`config.mk`:
```
export PLATFORM = sky130hd
export DESIGN_NAME = atmos_light_estimate
export DESIGN_NICKNAME = d
export VERILOG_FILES = /design/src/rtl/atmos_light_estimate.sv
export SDC_FILE = /design/constraint.sdc
export NUM_CORES = 1
export LEC_CHECK = 0
export CORE_MARGIN = 3
export CORE_UTILIZATION = 50
export CTS_CLUSTER_SIZE = 20
export DETAILED_ROUTE_END_ITERATION = 12
export HOLD_SLACK_MARGIN = 0.02
export MAX_ROUTING_LAYER = met4
export PLACE_DENSITY = 0.86
export SLEW_MARGIN = 20
export SYNTH_ARGS = -nofsm -noshare
export SYNTH_HDL_FRONTEND = slang
export SYNTH_SLANG_ARGS = --single-unit
```
`constraint.sdc`:
```
create_clock -name clk -period 3.2 [get_ports clk]
set_input_delay 0.96 -clock clk [delete_from_list [all_inputs] [get_ports clk]]
set_output_delay 0.96 -clock clk [all_outputs]
set_load 0.02 [all_outputs]
```
`src/rtl/atmos_light_estimate.sv`:
```
// atmos_light_estimate: per-frame brightest dark-channel pixel (atmospheric light A) with position; optional temporal smoothing when ATMOS_IIR_EN is defined
module atmos_light_estimate #(
  parameter int         IMG_W_BITS = 11,
  parameter int         IMG_H_BITS = 11,
  parameter logic [7:0] A_MAX      = 8'd240
) (
  input  logic                  clk,
  input  logic                  rst,
  input  logic                  pre_dark_vsync,
  input  logic                  pre_dark_valid,
  input  logic                  pre_dark_clken,
  input  logic [7:0]            dark_value,
  output logic [7:0]            atmos_light,
  output logic [IMG_W_BITS-1:0] atmos_x,
  output logic [IMG_H_BITS-1:0] atmos_y,
  output logic                  atmos_valid,
  output logic                  frame_done
);
  localparam logic [1:0] IDLE  = 2'd0;
  localparam logic [1:0] ACCUM = 2'd1;
  localparam logic [1:0] LATCH = 2'd2;

  logic [1:0]            state_q, state_d;
  logic                  vsync_d1_q, vsync_d1_d, valid_d1_q, valid_d1_d, rise_q, rise_d;
  logic [7:0]            cur_max_q, cur_max_d;
  logic [IMG_W_BITS-1:0] col_q, col_d, max_x_q, max_x_d, x_q, x_d;
  logic [IMG_H_BITS-1:0] row_q, row_d, max_y_q, max_y_d, y_q, y_d;
  logic                  seen_q, seen_d;
  logic [7:0]            light_q, light_d;
  logic                  avalid_q, avalid_d, done_q, done_d;
  logic                  vs_rise, vs_fall, vl_fall, acc_en, pix_ok, upd, pub;
  logic [7:0]            a_clamp;

  assign vs_rise = pre_dark_vsync & ~vsync_d1_q;
  assign vs_fall = ~pre_dark_vsync & vsync_d1_q;
  assign vl_fall = ~pre_dark_valid & valid_d1_q;
  // A rise seen during LATCH is replayed from rise_q, so the IDLE cycle that follows already accumulates
  assign acc_en  = (state_q == ACCUM) || (state_q == IDLE && rise_q);
  assign pix_ok  = acc_en & pre_dark_valid & pre_dark_clken;
  assign upd     = pix_ok & (~seen_q | (dark_value > cur_max_q));
  assign pub     = (state_q == LATCH) & seen_q;
  assign a_clamp = (cur_max_q > A_MAX) ? A_MAX : cur_max_q;

`ifdef ATMOS_IIR_EN
  logic [9:0] iir_sum;
  assign iir_sum = {2'b00, light_q} + {1'b0, light_q, 1'b0} + {2'b00, a_clamp} + 10'd2;
`endif

  // Next-state: edge registers, FSM, frame accumulation (cleared whenever not accumulating) and published outputs
  always_comb begin
    vsync_d1_d = pre_dark_vsync;
    valid_d1_d = pre_dark_valid;
    rise_d     = vs_rise;
    state_d    = (state_q == IDLE)  ? ((vs_rise | rise_q) ? ACCUM : IDLE) :
                 (state_q == ACCUM) ? (vs_fall ? LATCH : ACCUM) : IDLE;
    cur_max_d  = !acc_en ? '0 : upd ? dark_value : cur_max_q;
    max_x_d    = !acc_en ? '0 : upd ? col_q : max_x_q;
    max_y_d    = !acc_en ? '0 : upd ? row_q : max_y_q;
    seen_d     = acc_en & (seen_q | pix_ok);
    col_d      = (!acc_en || vl_fall) ? '0 : (pix_ok && col_q != '1) ? col_q + 1'b1 : col_q;
    row_d      = !acc_en ? '0 : (vl_fall && row_q != '1) ? row_q + 1'b1 : row_q;
`ifdef ATMOS_IIR_EN
    light_d    = !pub ? light_q : avalid_q ? iir_sum[9:2] : a_clamp;
`else
    light_d    = pub ? a_clamp : light_q;
`endif
    x_d        = pub ? max_x_q : x_q;
    y_d        = pub ? max_y_q : y_q;
    avalid_d   = avalid_q | pub;
    done_d     = (state_q == LATCH);
  end

  // State registers with asynchronous reset
  always_ff @(posedge clk or posedge rst) begin
    if (rst) begin
      state_q    <= IDLE;
      vsync_d1_q <= 1'b0;
      valid_d1_q <= 1'b0;
      rise_q     <= 1'b0;
      cur_max_q  <= '0;
      max_x_q    <= '0;
      max_y_q    <= '0;
      seen_q     <= 1'b0;
      col_q      <= '0;
      row_q      <= '0;
      light_q    <= '0;
      x_q        <= '0;
      y_q        <= '0;
      avalid_q   <= 1'b0;
      done_q     <= 1'b0;
    end else begin
      state_q    <= state_d;
      vsync_d1_q <= vsync_d1_d;
      valid_d1_q <= valid_d1_d;
      rise_q     <= rise_d;
      cur_max_q  <= cur_max_d;
      max_x_q    <= max_x_d;
      max_y_q    <= max_y_d;
      seen_q     <= seen_d;
      col_q      <= col_d;
      row_q      <= row_d;
      light_q    <= light_d;
      x_q        <= x_d;
      y_q        <= y_d;
      avalid_q   <= avalid_d;
      done_q     <= done_d;
    end
  end

  assign atmos_light = light_q;
  assign atmos_x     = x_q;
  assign atmos_y     = y_q;
  assign atmos_valid = avalid_q;
  assign frame_done  = done_q;
endmodule

```
==> results.txt, run 1 <==
Synth Area per Inst - 11.3 um2
Post-synth EDFFs - 0
Layout fillers - 594
Post-synth top flop - dfrtp_1
Synth top area cells - dfrtp_1 (56%), nand2_1 (6.9%), mux2_2 (6.2%)
Clk Latency, worst-skew pair - 0.36 ns
Post-route insts no fill - 511
Critical-path cell list - clkdlybuf4s50_1 -> ha_1 -> nand4_1 -> o31a_4 -> o21a_2 -> buf_4 -> o32ai_2
Achievable Freq - 371 MHz
Num CTS Buffers - 9
Total clock sinks - 90
Remaining DRCs - 0
Worst Path Arrival - 2.95 ns
Final RePlAce weighted congestion - 0.824
Status - finished, final reports clean
Seq/Total Area, Yosys - 0.560
Worst Path Required - 3.46 ns
Total routed wirelength - 8310 um
Yosys cell types - 45
Hpwl dp - 5590 um
Slew Limit Headroom - 0.506
Antenna Nets Post-Route - 0
Vias/cell - 5.57
Cell accounting for the most synthesized area - dfrtp_1
Syn Inst Count - 357
Die span in x - 95.7 um
Slowest CP cell - o31a_4
Cell depth of the worst flop-to-flop path - 7
Layout cells sized above 1 - 0.156
First-pass GRT wire length - 14000 um
Syn nets - 380
FF-to-FF End - cur_max_q[0]$_DFFE_PP0P_
Slowest cell delay on critical path - 0.46 ns
Row cnt - 32
Clock skew - 0.00834 ns
Worst VDD drop - 0.284 mV
Synthesized cell area - 4030 um2
Core area - 7770 um2
Final setup violation count - 0
Yosys top cell area share - 0.560
Post-CTS resize count - 0
Drt wl/cell - 16.3 um
Crit path capture - cur_max_q[7]$_DFFE_PP0P_
Setup crit start kind - input port
Die Y - 95.7 um
FF-to-FF Start - state_q[1]$_DFF_PP0_
Vias in the first global route - 2967
Pre-CTS WS - 0.154 ns
DR vias - 2848
Fin. max-slew vios - 0
Final #Nets - 427
H-tree depth - 3
Starting Density - 0.518
IO Port Bufs - 44
RSZ-0062 raised after global routing - no
CP Max Fanout - 16
Setup slack, reg-to-reg - 1.04 ns
Largest net degree at the start of global routing - 91
Dpl cells - 495
Leakage power - 2.19 nW
Drt pass-1 iters - 4
Flops & latches, synth - 90
Post-CTS setup buffers - 0
Final worst-path cycle share - 0.842
Initial DRC Count - 183
Power Dens Cells - 559 nW/um2
Post-synthesis async set-or-reset flop share - 1.00
Maximum clock insertion buffer count - 2
Maxcap violations - 0
Total die area - 9160 um2
I/O pin count - 45
Root Buffer Master - clkbuf_8
Worst hold path type - reg -> reg
Setup WS post-layout - 0.505 ns
Initial antenna violation count - 0
Setup TNS - 0 ns
Final Critical Period - 2.70 ns
Clock transition at path regs - 0.09 ns
Worst-Margin Slew - 0.739 ns
Cts hold-fix bufs - 0
Layout area overhead - 19.6%
Final count of hold timing violations - 0
Crit path kind - in -> reg
CTS tree - done
Antenna Cells - 0
Worst setup path start - dark_value[5]
GRT Total Usage - 0.205
Total grt overflow - 0
Crit. End Element - flop
Synth Warn # - 0
## cells in the mapped netlist, drive strengths merged, types with 2 or more instances
cell type / instances
o21bai: 2
nand4: 8
and2: 3
nand3: 4
buf: 11
o21ai: 8
or3: 2
nor3: 5
a41oi: 2
inv: 11
a21oi: 7
ha: 10
o32ai: 7
o22ai: 22
and4: 3
a22o: 4
xor2: 9
mux2: 22
nand2b: 2
nand2: 74
nor2: 18
mux2i: 5
nor2b: 3
dfrtp: 90
clkbuf: 7
and3: 5
## placed cells by master, fill, tap and decap left out, types with 3 or more instances in the layout
| master | Yosys | final |
|---|---|---|
| inv_1 | 11 | 10 |
| nand3_1 | 3 | 3 |
| buf_4 | 1 | 8 |
| nor2b_1 | 3 | 3 |
| o32ai_2 | 7 | 7 |
| nand2_1 | 74 | 74 |
| xor2_1 | 9 | 9 |
| clkdlybuf4s50_1 | 0 | 44 |
| mux2_2 | 22 | 22 |
| nor2_1 | 18 | 17 |
| ha_1 | 10 | 10 |
| a22o_1 | 4 | 4 |
| nor3_1 | 5 | 5 |
| dfrtp_1 | 90 | 90 |
| a21oi_1 | 7 | 7 |
| and4_1 | 3 | 3 |
| and3_1 | 5 | 5 |
| o22ai_1 | 19 | 19 |
| nand4_1 | 8 | 8 |
| clkbuf_8 | 0 | 11 |
| o21ai_0 | 7 | 7 |
| o22ai_2 | 3 | 3 |
| and2_1 | 3 | 3 |
| mux2i_1 | 5 | 5 |
## through the flow
stage	total power [W]	cell area, um2	util	hold WS (ns)
after floorplan	0.00163	4030	-	0.423
after global placement	0.00181	4580	0.590	0.449
after detailed placement	0.00184	4580	0.590	0.455
after CTS	0.00271	4810	0.620	0.476
after global routing	0.00281	4810	0.620	0.505
final	0.00269	4810	0.620	0.472
## per-layer routing
layer / wire (um) / track usage / part of all wire / up-vias
li1: - / - / - / 1349
met1: 3630 / 0.259 / 0.44 / 1407
met2: 4160 / 0.331 / 0.50 / 79
met3: 409 / 0.0313 / 0.049 / 13
met4: 119 / 0.0841 / 0.014 / 0
met5: 0 / - / 0 / -
## registers in the layout (all words and copies together) (netlist names)
name	flops
valid_d1_q	1
col_q	11
rise_q	1
atmos_light	8
state_q	2
frame_done	1
row_q	11
atmos_x	11
cur_max_q	8
atmos_y	11
seen_q	1
max_x_q	11
max_y_q	11
atmos_valid	1
vsync_d1_q	1
## cell type report
| class | count | area (um2) | share of cell area |
|---|---|---|---|
| Sequential cell | 90 | 2250 | 0.468 |
| Clock inverter | 4 | 73.8 | 0.0153 |
| Timing Repair Buffer | 54 | 541 | 0.112 |
| Multi-Input combinational cell | 238 | 1620 | 0.336 |
| Tap cell | 102 | 128 | 0.0265 |
| Clock buffer | 12 | 155 | 0.0322 |
| Inverter | 11 | 45.0 | 0.00936 |
## worst max-delay path: cells and delay by family
kind	cells	cell delay, ns
adders and majority gates	1	0.32
buffers and inverters	2	0.65
AOI/OAI and AO/OA	3	0.84
and+or+nand+nor	1	0.16
## power by group
group | internal (W) | switching (W) | leakage (nW)
combinational | 0.000224 | 0.000300 | 0.841
sequential | 0.00122 | 0.0000630 | 1.23
clock | 0.000483 | 0.000394 | 0.117
total | 0.00193 | 0.000757 | 2.19
## worst min path at each step
stage | start | to | cells after the start
finish | atmos_valid$_DFF_PP0_ | atmos_valid$_DFF_PP0_ | 1
global route | vsync_d1_q$_DFF_PP0_ | rise_q$_DFF_PP0_ | 1
CTS | vsync_d1_q$_DFF_PP0_ | rise_q$_DFF_PP0_ | 1
detailed placement | atmos_valid$_DFF_PP0_ | atmos_valid$_DFF_PP0_ | 1
global placement | atmos_valid$_DFF_PP0_ | atmos_valid$_DFF_PP0_ | 1
floorplan | vsync_d1_q$_DFF_PP0_ | rise_q$_DFF_PP0_ | 1
## kinds of logic after synthesis
family	count (synthesis)	synth area share
buf+inv	29	0.0389
compound gates	61	0.128
fa+ha+maj	10	0.0311
simple gates	130	0.147
mux	27	0.0740
xor+xnor	10	0.0218
flops	90	0.560
(Power assumes the default switching activity.)
==> inputs of run 2 (changes only) <==
--- a/config.mk
+++ b/config.mk
@@ -6,12 +6,12 @@
 export NUM_CORES = 1
 export LEC_CHECK = 0
 export CORE_MARGIN = 3
-export CORE_UTILIZATION = 50
+export CORE_UTILIZATION = 56
 export CTS_CLUSTER_SIZE = 20
 export DETAILED_ROUTE_END_ITERATION = 12
 export HOLD_SLACK_MARGIN = 0.02
 export MAX_ROUTING_LAYER = met4
-export PLACE_DENSITY = 0.86
+export PLACE_DENSITY = 0.9
 export SLEW_MARGIN = 20
 export SYNTH_ARGS = -nofsm -noshare
 export SYNTH_HDL_FRONTEND = slang
==> constraint.sdc (replaced) <==
create_clock -name clk -period 2.5 [get_ports clk]
set_input_delay 0.75 -clock clk [delete_from_list [all_inputs] [get_ports clk]]
set_output_delay 0.75 -clock clk [all_outputs]
set_load 0.02 [all_outputs]
==> run 2 against run 1 <==
Effect of this change:
- highest routed layer unchanged
- global-route usage increased by 2.1 points
- sequential share of layout area shrank 0.54 points
- total power grew 28%
- combinational power rose by 33%
- critical endpoint is now cur_max_q[4]$_DFFE_PP0P_
- core utilization grew 8.9 points
- worst setup slack lost 0.30 ns
- register-to-register slack worse by 0.47 ns
- non-clock buffer count is 7 higher
- via count rose by 2.6%
- cell count is 0.20% higher
- critical path depth unchanged
- wire length up 1.5%
==> results.txt, run 2 (synthesis gave the netlist of run 1 again) <==
Worst Path Arrival - 2.57 ns (-0.38 ns)
Die Y - 90.8 um (-5.2%)
Total clock sinks - 90 (unchanged)
Initial antenna violation count - 0 (unchanged)
Crit. End Element - flop
Remaining DRCs - 0 (unchanged)
Root Buffer Master - clkbuf_8
CTS tree - done
Setup crit start kind - input port
Status - finished, final reports clean
H-tree depth - 3 (unchanged)
Antenna Cells - 0 (unchanged)
Maximum clock insertion buffer count - 2 (unchanged)
Pre-CTS WS - -0.160 ns (-0.314 ns)
GRT Total Usage - 0.226 (+0.0209)
First-pass GRT wire length - 14500 um (+3.6%)
Drt wl/cell - 16.5 um (+1.3%)
Drt pass-1 iters - 4 (unchanged)
Crit path kind - in -> reg
Leakage power - 2.22 nW (+1.5%)
Final count of hold timing violations - 0 (unchanged)
Vias in the first global route - 3115 (+5.0%)
Num CTS Buffers - 9 (unchanged)
Die span in x - 90.8 um (-5.2%)
Final Critical Period - 2.30 ns
Switching Power - 0.000982 W (+30%)
Final worst-path cycle share - 0.919
Final #Nets - 434 (+1.6%)
Total routed wirelength - 8440 um (+1.5%)
Worst Path Required - 2.77 ns (-0.69 ns)
CP Max Fanout - 16 (unchanged)
Total die area - 8240 um2 (-10%)
Cts hold-fix bufs - 0 (unchanged)
Most frequent cells in the layout - dfrtp_1 (90), nand2_1 (74), clkdlybuf4s50_1 (44)
Layout fillers - 465 (-22%)
Sw Share - 0.285 (+0.00350)
Clk pwr share - 0.320 (-0.006)
Slew Limit Headroom - 0.628 (+0.123)
Starting Density - 0.586 (+0.0678)
RSZ-0062 raised after global routing - no
Largest net degree at the start of global routing - 49 (-46%)
Hpwl dp - 5710 um (+2.2%)
Achievable Freq - 435 MHz
Worst hold path type - reg -> reg
Post-CTS setup buffers - 0 (unchanged)
Worst VDD drop - 0.321 mV (+13%)
Int Power - 0.00246 W (+27%)
Part of the power in registers - 0.478 (about the same)
I/O pin count - 45 (unchanged)
Logic pwr share - 0.202 (+0.007)
WHS - 0.470 ns (-0.00241 ns)
Layout cells sized above 1 - 0.173 (+0.0166)
Final setup violation count - 0 (unchanged)
Row cnt - 30 (-6.3%)
Commonest non-fill, non-tap cell in the layout - dfrtp_1
Fin. max-slew vios - 0 (unchanged)
Antenna Nets Post-Route - 0 (unchanged)
Total grt overflow - 0 (unchanged)
Setup WS post-layout - 0.202 ns (-0.303 ns)
Layout area overhead - 21.0%
Vias/cell - 5.71 (+2.4%)
Initial DRC Count - 199 (+8.7%)
Post-route insts no fill - 512 (+0.20%)
Post-CTS resize count - 0 (unchanged)
DR vias - 2921 (+2.6%)
Clk Latency, worst-skew pair - 0.36 ns (about the same)
Core area - 6870 um2 (-12%)
Dpl cells - 496 (+0.20%)
Power Dens Cells - 708 nW/um2 (+27%)
Clock transition at path regs - 0.09 ns (about the same)
Clock skew - 0.0107 ns (+0.00231 ns)
Final RePlAce weighted congestion - 0.864 (+4.9%)
IO Port Bufs - 44 (unchanged)
Worst-Margin Slew - 0.557 ns (-0.182 ns)
Maxcap violations - 0 (unchanged)
-- run 2: changes by cell type in the layout (fill, tap and decap cells not counted) --
| cell | previous run | this run |
|---|---|---|
| buf_12 | 2 | 3 |
| buf_4 | 8 | 14 |
| clkbuf_1 | 1 | 0 |
| clkbuf_8 | 11 | 10 |
| clkinv_4 | 1 | 2 |
| clkinvlp_4 | 1 | 2 |
-- run 2: metal layers --
metal,global-route usage,vias up,routed length [um]
met5,-,-,0
met1,0.265,1453,3510
met2,0.370,95,4350
li1,-,1359,-
met3,0.0583,14,409
met4,0.0942,0,161
-- run 2: metrics by stage --
| step | instance area, um2 | power [W] | TNS [ns] | util |
|---|---|---|---|---|
| after floorplan | 4030 | 0.00209 | 0 | - |
| after global placement | 4640 | 0.00233 | -2.45 | 0.676 |
| after detailed placement | 4640 | 0.00237 | -3.49 | 0.676 |
| after CTS | 4870 | 0.00347 | 0 | 0.709 |
| after global routing | 4870 | 0.00359 | 0 | 0.709 |
| final | 4870 | 0.00345 | 0 | 0.709 |
-- run 2: final timing paths --
| kind | cells after the start | slack (ns) | to | from |
|---|---|---|---|---|
| max reg2reg | 6 | 0.57 | col_q[2]$_DFFE_PP0P_ | col_q[0]$_DFFE_PP0P_ |
| max in group asynchronous | 3 | 1.21 | vsync_d1_q$_DFF_PP0_ | rst |
| min in group asynchronous | 3 | 0.82 | atmos_valid$_DFF_PP0_ | rst |
| max | 7 | 0.20 | cur_max_q[4]$_DFFE_PP0P_ | dark_value[7] |
| min reg2reg | 1 | 0.47 | rise_q$_DFF_PP0_ | vsync_d1_q$_DFF_PP0_ |
| min | 1 | 0.47 | rise_q$_DFF_PP0_ | vsync_d1_q$_DFF_PP0_ |
-- run 2: power groups by stage --
stage          clock, W  combinational, W  sequential (W)
2_1_floorplan         0          0.000356         0.00173
3_3_place_gp          0          0.000667         0.00167
3_5_place_dp          0          0.000696         0.00167
4_1_cts         0.00112          0.000701         0.00165
5_1_grt         0.00117          0.000754         0.00166
6_report        0.00110          0.000695         0.00165
-- run 2: critical path: stages --
cell             delay, ns
clkdlybuf4s50_1       0.42
ha_1                  0.32
nand4_1               0.16
o31a_4                0.39
o21a_2                0.15
buf_12                0.16
o32ai_2               0.20
-- run 2: layout make-up --
cell class	count	area, um2	share of cell area
sequential	90	2250	0.462
multi-input combinational	238	1620	0.332
timing repair buffer	61	606	0.124
clock buffer	10	138	0.0283
tap	96	120	0.0247
clock inverter	6	90.1	0.0185
inverter	11	45.0	0.00925
